$ cat src/rtl/tile_xdrop_sched.sv
// tile_xdrop_sched: steps the wavefront engine per score, detects tile boundary/alignment end, runs the threshold unit.
// Optional threshold-wait watchdog with thr_timeout output: define TILE_XDROP_SCHED_THR_TIMEOUT_EN.
module tile_xdrop_sched #(
    parameter int LOG_MAX_TILE_SIZE = 10,
    parameter int REF_LEN_WIDTH     = 14,
    parameter int SCORE_WIDTH       = 12,
    parameter int TILE_SIZE         = 1000,
    parameter int BOUNDARY_MARGIN   = 8
`ifdef TILE_XDROP_SCHED_THR_TIMEOUT_EN
    ,parameter int TIMEOUT_CYCLES   = 256
`endif
) (
    input  logic                         clk,
    input  logic                         rst,
    input  logic                         tile_start,
    input  logic [SCORE_WIDTH-1:0]       tile_max_score,
    output logic                         wf_start,
    input  logic                         wf_done,
    input  logic [LOG_MAX_TILE_SIZE-1:0] wf_max_offset,
    input  logic                         wf_reached_end,
    output logic                         thr_start,
    input  logic                         thr_done,
    input  logic [REF_LEN_WIDTH-1:0]     thr_value,
    output logic [SCORE_WIDTH-1:0]       score,
    output logic                         tile_done,
    output logic [REF_LEN_WIDTH-1:0]     tile_threshold,
    output logic                         aln_end,
    output logic                         score_ovf,
    output logic                         busy
`ifdef TILE_XDROP_SCHED_THR_TIMEOUT_EN
    ,output logic                        thr_timeout
`endif
);
    localparam logic [2:0] IDLE     = 3'd0;
    localparam logic [2:0] WF_REQ   = 3'd1;
    localparam logic [2:0] WF_WAIT  = 3'd2;
    localparam logic [2:0] CHECK    = 3'd3;
    localparam logic [2:0] THR_REQ  = 3'd4;
    localparam logic [2:0] THR_WAIT = 3'd5;
    localparam logic [2:0] FINISH   = 3'd6;
    localparam logic [LOG_MAX_TILE_SIZE-1:0] BOUND = LOG_MAX_TILE_SIZE'(TILE_SIZE - BOUNDARY_MARGIN);

    logic [2:0]                   state_q, state_d;
    logic [SCORE_WIDTH-1:0]       score_q, score_d, cap_q, cap_d;
    logic [LOG_MAX_TILE_SIZE-1:0] off_q, off_d;
    logic                         end_q, end_d, aln_q, aln_d, ovf_q, ovf_d;
    logic [REF_LEN_WIDTH-1:0]     thr_q, thr_d;
`ifdef TILE_XDROP_SCHED_THR_TIMEOUT_EN
    localparam int CW = $clog2(TIMEOUT_CYCLES + 1);
    logic [CW-1:0] cnt_q, cnt_d;
    logic          tmo_q, tmo_d;
    assign thr_timeout = tmo_q;
`endif

    assign wf_start       = state_q == WF_REQ;
    assign thr_start      = state_q == THR_REQ;
    assign tile_done      = state_q == FINISH;
    assign busy           = state_q != IDLE;
    assign score          = score_q;
    assign tile_threshold = thr_q;
    assign aln_end        = aln_q;
    assign score_ovf      = ovf_q;

    always_comb begin
        state_d = state_q;
        score_d = score_q;
        cap_d   = cap_q;
        off_d   = off_q;
        end_d   = end_q;
        aln_d   = aln_q;
        ovf_d   = ovf_q;
        thr_d   = thr_q;
`ifdef TILE_XDROP_SCHED_THR_TIMEOUT_EN
        cnt_d   = cnt_q;
        tmo_d   = tmo_q;
`endif
        case (state_q)
            IDLE: if (tile_start) begin
                cap_d   = tile_max_score;
                score_d = '0;
                aln_d   = 1'b0;
                ovf_d   = 1'b0;
                thr_d   = '0;
`ifdef TILE_XDROP_SCHED_THR_TIMEOUT_EN
                tmo_d   = 1'b0;
`endif
                state_d = WF_REQ;
            end
            WF_REQ: state_d = WF_WAIT;
            WF_WAIT: if (wf_done) begin
                off_d   = wf_max_offset;
                end_d   = wf_reached_end;
                state_d = CHECK;
            end
            // alignment end outranks boundary, which outranks the score cap
            CHECK: begin
                if (end_q) begin
                    aln_d   = 1'b1;
                    state_d = FINISH;
                end else if (off_q >= BOUND) begin
                    state_d = THR_REQ;
                end else if (score_q == cap_q) begin
                    ovf_d   = 1'b1;
                    state_d = FINISH;
                end else begin
                    score_d = score_q + SCORE_WIDTH'(1);
                    state_d = WF_REQ;
                end
            end
            THR_REQ: begin
`ifdef TILE_XDROP_SCHED_THR_TIMEOUT_EN
                cnt_d   = '0;
`endif
                state_d = THR_WAIT;
            end
            THR_WAIT: begin
                if (thr_done) begin
                    thr_d   = thr_value;
                    state_d = FINISH;
                end
`ifdef TILE_XDROP_SCHED_THR_TIMEOUT_EN
                else if (cnt_q == CW'(TIMEOUT_CYCLES - 1)) begin
                    thr_d   = '0;
                    tmo_d   = 1'b1;
                    state_d = FINISH;
                end else begin
                    cnt_d   = cnt_q + CW'(1);
                end
`endif
            end
            FINISH:  state_d = IDLE;
            default: state_d = IDLE;
        endcase
    end

    always_ff @(posedge clk or posedge rst) begin
        if (rst) begin
            state_q <= IDLE;
            score_q <= '0;
            cap_q   <= '0;
            off_q   <= '0;
            end_q   <= 1'b0;
            aln_q   <= 1'b0;
            ovf_q   <= 1'b0;
            thr_q   <= '0;
`ifdef TILE_XDROP_SCHED_THR_TIMEOUT_EN
            cnt_q   <= '0;
            tmo_q   <= 1'b0;
`endif
        end else begin
            state_q <= state_d;
            score_q <= score_d;
            cap_q   <= cap_d;
            off_q   <= off_d;
            end_q   <= end_d;
            aln_q   <= aln_d;
            ovf_q   <= ovf_d;
            thr_q   <= thr_d;
`ifdef TILE_XDROP_SCHED_THR_TIMEOUT_EN
            cnt_q   <= cnt_d;
            tmo_q   <= tmo_d;
`endif
        end
    end
endmodule

$ cat config.mk
export PLATFORM = sky130hd
export DESIGN_NAME = tile_xdrop_sched
export DESIGN_NICKNAME = d
export VERILOG_FILES = /design/src/rtl/tile_xdrop_sched.sv
export SDC_FILE = /design/constraint.sdc
export NUM_CORES = 1
export LEC_CHECK = 0
export BUFFER_PORTS_ARGS = -buffer_cell sky130_fd_sc_hd__buf_2
export CAP_MARGIN = 20
export CELL_PAD_IN_SITES_DETAIL_PLACEMENT = 0
export CELL_PAD_IN_SITES_GLOBAL_PLACEMENT = 1
export CORE_ASPECT_RATIO = 1.25
export CORE_MARGIN = 2
export CORE_UTILIZATION = 34
export DETAILED_ROUTE_END_ITERATION = 16
export PLACE_DENSITY = 0.87
export SLEW_MARGIN = 20
export SYNTH_ARGS = -nofsm -noshare
export SYNTH_HDL_FRONTEND = slang
export SYNTH_SLANG_ARGS = --single-unit
$ cat constraint.sdc
create_clock -name clk -period 1.8 [get_ports clk]
set_input_delay 0.18 -clock clk [delete_from_list [all_inputs] [get_ports clk]]
set_output_delay 0.18 -clock clk [all_outputs]
set_load 0.02 [all_outputs]
==> reports/qor.yml <==
min-delay-path-class: "in -> async"
max_freq_mhz: 557
port_buffers: 68
status: "complete, no violations"
nets: 386
gp_congestion: 0.821
cts_sinks: 49
avgSynthCellArea_um2: 9.51
clockBufferDepth: 2
ys_seq_area_share_pct: 51.2
grt_pass1_wl_um: 10100
worstSkewPairLatency_ps: 300
yosys.area.top_type: "dfrtp_1"
hold_viol: 0
synth_edf_count: 0
drive_gt1_share_pct: 38.8
fp.dieH_um: 97.9
drv_cap: 0
worst_pin_slew_ps: 625
setup_viol: 0
setup-tns-final_ps: 0
cts_root_buffer: "clkbuf_8"
drtAntennaViolNets: 0
row_count: 34
syn-instance-count: 252
p_leak_nw: 1.62
initial_core_util_pct: 34.8
path_clk_slew_ps: 90
area_delta_synth_final_pct: 31.9
ir_worst_vdd_mv: 0.595
rsz0062_at_grt: "yes"
dp_cells: 424
core_region_area_mm2: 0.00689
vias: 2178
grt_antenna_before_repair: 0
viasPerCell: 5.03
fin_skew_ps: 10.2
cts-buffers-inserted: 5
cp-end-kind: "flop"
first_global_vias: 2174
yosys-top-cells-area: "dfrtp_1 (51%), nand2_1 (11%), xnor2_1 (4.4%)"
timing.hold.ws_ps: 29.5
fin_cells: 433
mostFrequentLayoutCells: "nand2_1 (72), buf_2 (68), dfrtp_1 (44), buf_4 (30), nand3_1 (17)"
period_share_pct: 99.7
synth-main-ff-cell: "dfrtp_1"
n_fill_cell: 694
power.density_mw_per_mm2: 1450
fin_crit_ps: 1790
final_common_cell: "nand2_1"
maxSlewViolCount: 0
drc: 0
crit_arrival_ps: 2030
yosys_warnings: 0
dr.pass1.iters: 4
wirelength_um: 6170
die_x_um: 79.1
grt_remaining_overflow: 0
crit_required_ps: 2040
synth.ff_latch_count: 49
async_flop_share_pct: 100
netlist.area_leader.share_pct: 51.2
grt_util_all_layers_pct: 16.2
syn_nets: 295
crit_type: "reg -> reg"
power.total_mw: 4.58
dieArea_mm2: 0.00774
start_kind: "flop"
grt_max_degree: 50
io_pins: 74
wl_per_cell_um: 14.3
final_util_pct: 45.8
cts_tree: "built"
dp_hpwl_um: 4450
cts_hold_buf: 0
slew_headroom_pct: 58.3
path_max_fanout: 7
syn_area_mm2: 0.00240
htree_levels: 2
ys_types: 41
diodes: 0
drt_iter0_markers: 124
[cells in the mapped netlist, types with 2 or more instances]
master and count:
nand4_1 6, o21ai_0 4, a21oi_1 8, nand3_1 17, mux2_2 6, o211ai_1 4
dfrtp_1 49, o31ai_1 6, nand2_1 72, clkbuf_1 10, nor2_1 6, buf_2 3
xnor2_1 12, and2_1 2, buf_4 2, nor3b_1 2, nor3_1 2, o22ai_1 2
and3_1 4, inv_1 3, and4_1 2, a211oi_1 3, or4_1 9
[metrics by stage]
| step | cell area (um^2) | setup slack (ps) |
|---|---|---|
| 2_1_floorplan | 2400 | 13.8 |
| 3_3_place_gp | 3010 | -9.25 |
| 3_5_place_dp | 3010 | -59.4 |
| 4_1_cts | 3110 | 5.19 |
| 5_1_grt | 3160 | -79.3 |
| 6_report | 3160 | 6.26 |
[layer usage]
layer / up-vias / track usage [%] / part of all wire [%]
li1: 1058 / - / -
met1: 1041 / 19.7 / 40
met2: 68 / 28.3 / 52
met3: 11 / 3.33 / 5.7
met4: 0 / 5.70 / 2.3
met5: - / 0 / 0
[cell families after synthesis]
group / Yosys count / share of synthesized area [%]
mux: 7 / 3.24
xor+xnor: 12 / 4.39
flops: 49 / 51.2
compound gates: 33 / 9.77
fa+ha+maj: 1 / 0.522
buf+inv: 19 / 3.76
simple gates: 131 / 27.2
[layout make-up]
class | instances | area [um^2] | share of cell area, %
Inverter | 3 | 11.3 | 0.356
Sequential cell | 49 | 1230 | 39.0
Clock inverter | 1 | 8.76 | 0.277
Timing Repair Buffer | 100 | 597 | 18.9
Tap cell | 90 | 113 | 3.56
Clock buffer | 6 | 72.6 | 2.30
Multi-Input combinational cell | 184 | 1120 | 35.6
[sequential cells by signal, indices dropped and copies added, names as in the netlist]
register        flops
score              12
state_q             3
cap_q              12
end_q               1
score_ovf           1
aln_end             1
off_q               5
tile_threshold     14
[where the power goes]
part | internal (mW) | switching, mW
logic | 0.901 | 1.19
registers | 1.53 | 0.328
clock network | 0.270 | 0.355
total | 2.70 | 1.87
[path summary, 6_finish.rpt]
path                                  startpoint  slack, ps  depth (start not counted)                             end
min reg2reg                  aln_end$_DFFE_PP0P_        500                          2             aln_end$_DFFE_PP0P_
max                        score[10]$_DFFE_PP0P_          6                          6            score[9]$_DFFE_PP0P_
min                                          rst         30                          3  tile_threshold[13]$_DFFE_PP0P_
max reg2reg                score[10]$_DFFE_PP0P_          6                          6            score[9]$_DFFE_PP0P_
min in group clk               tile_max_score[9]         60                          3            cap_q[9]$_DFFE_PP0P_
max in group asynchronous                    rst       1310                          3            score[3]$_DFFE_PP0P_
[worst max-delay path, stage by stage (launching register included)]
cell and delay, ps:
dfrtp_2 450, xnor2_2 140, nand4_1 230, nor4_4 90
buf_4 170, or4_4 510, a21oi_2 140
[what timing repair did]
item	4_1_cts	5_1_grt
gates cloned	0	1
endpoints found under the setup margin	7	10
buffers inserted	0	2
gates resized for setup	4	13
pin swaps	1	8
(Power assumes the default switching activity.)
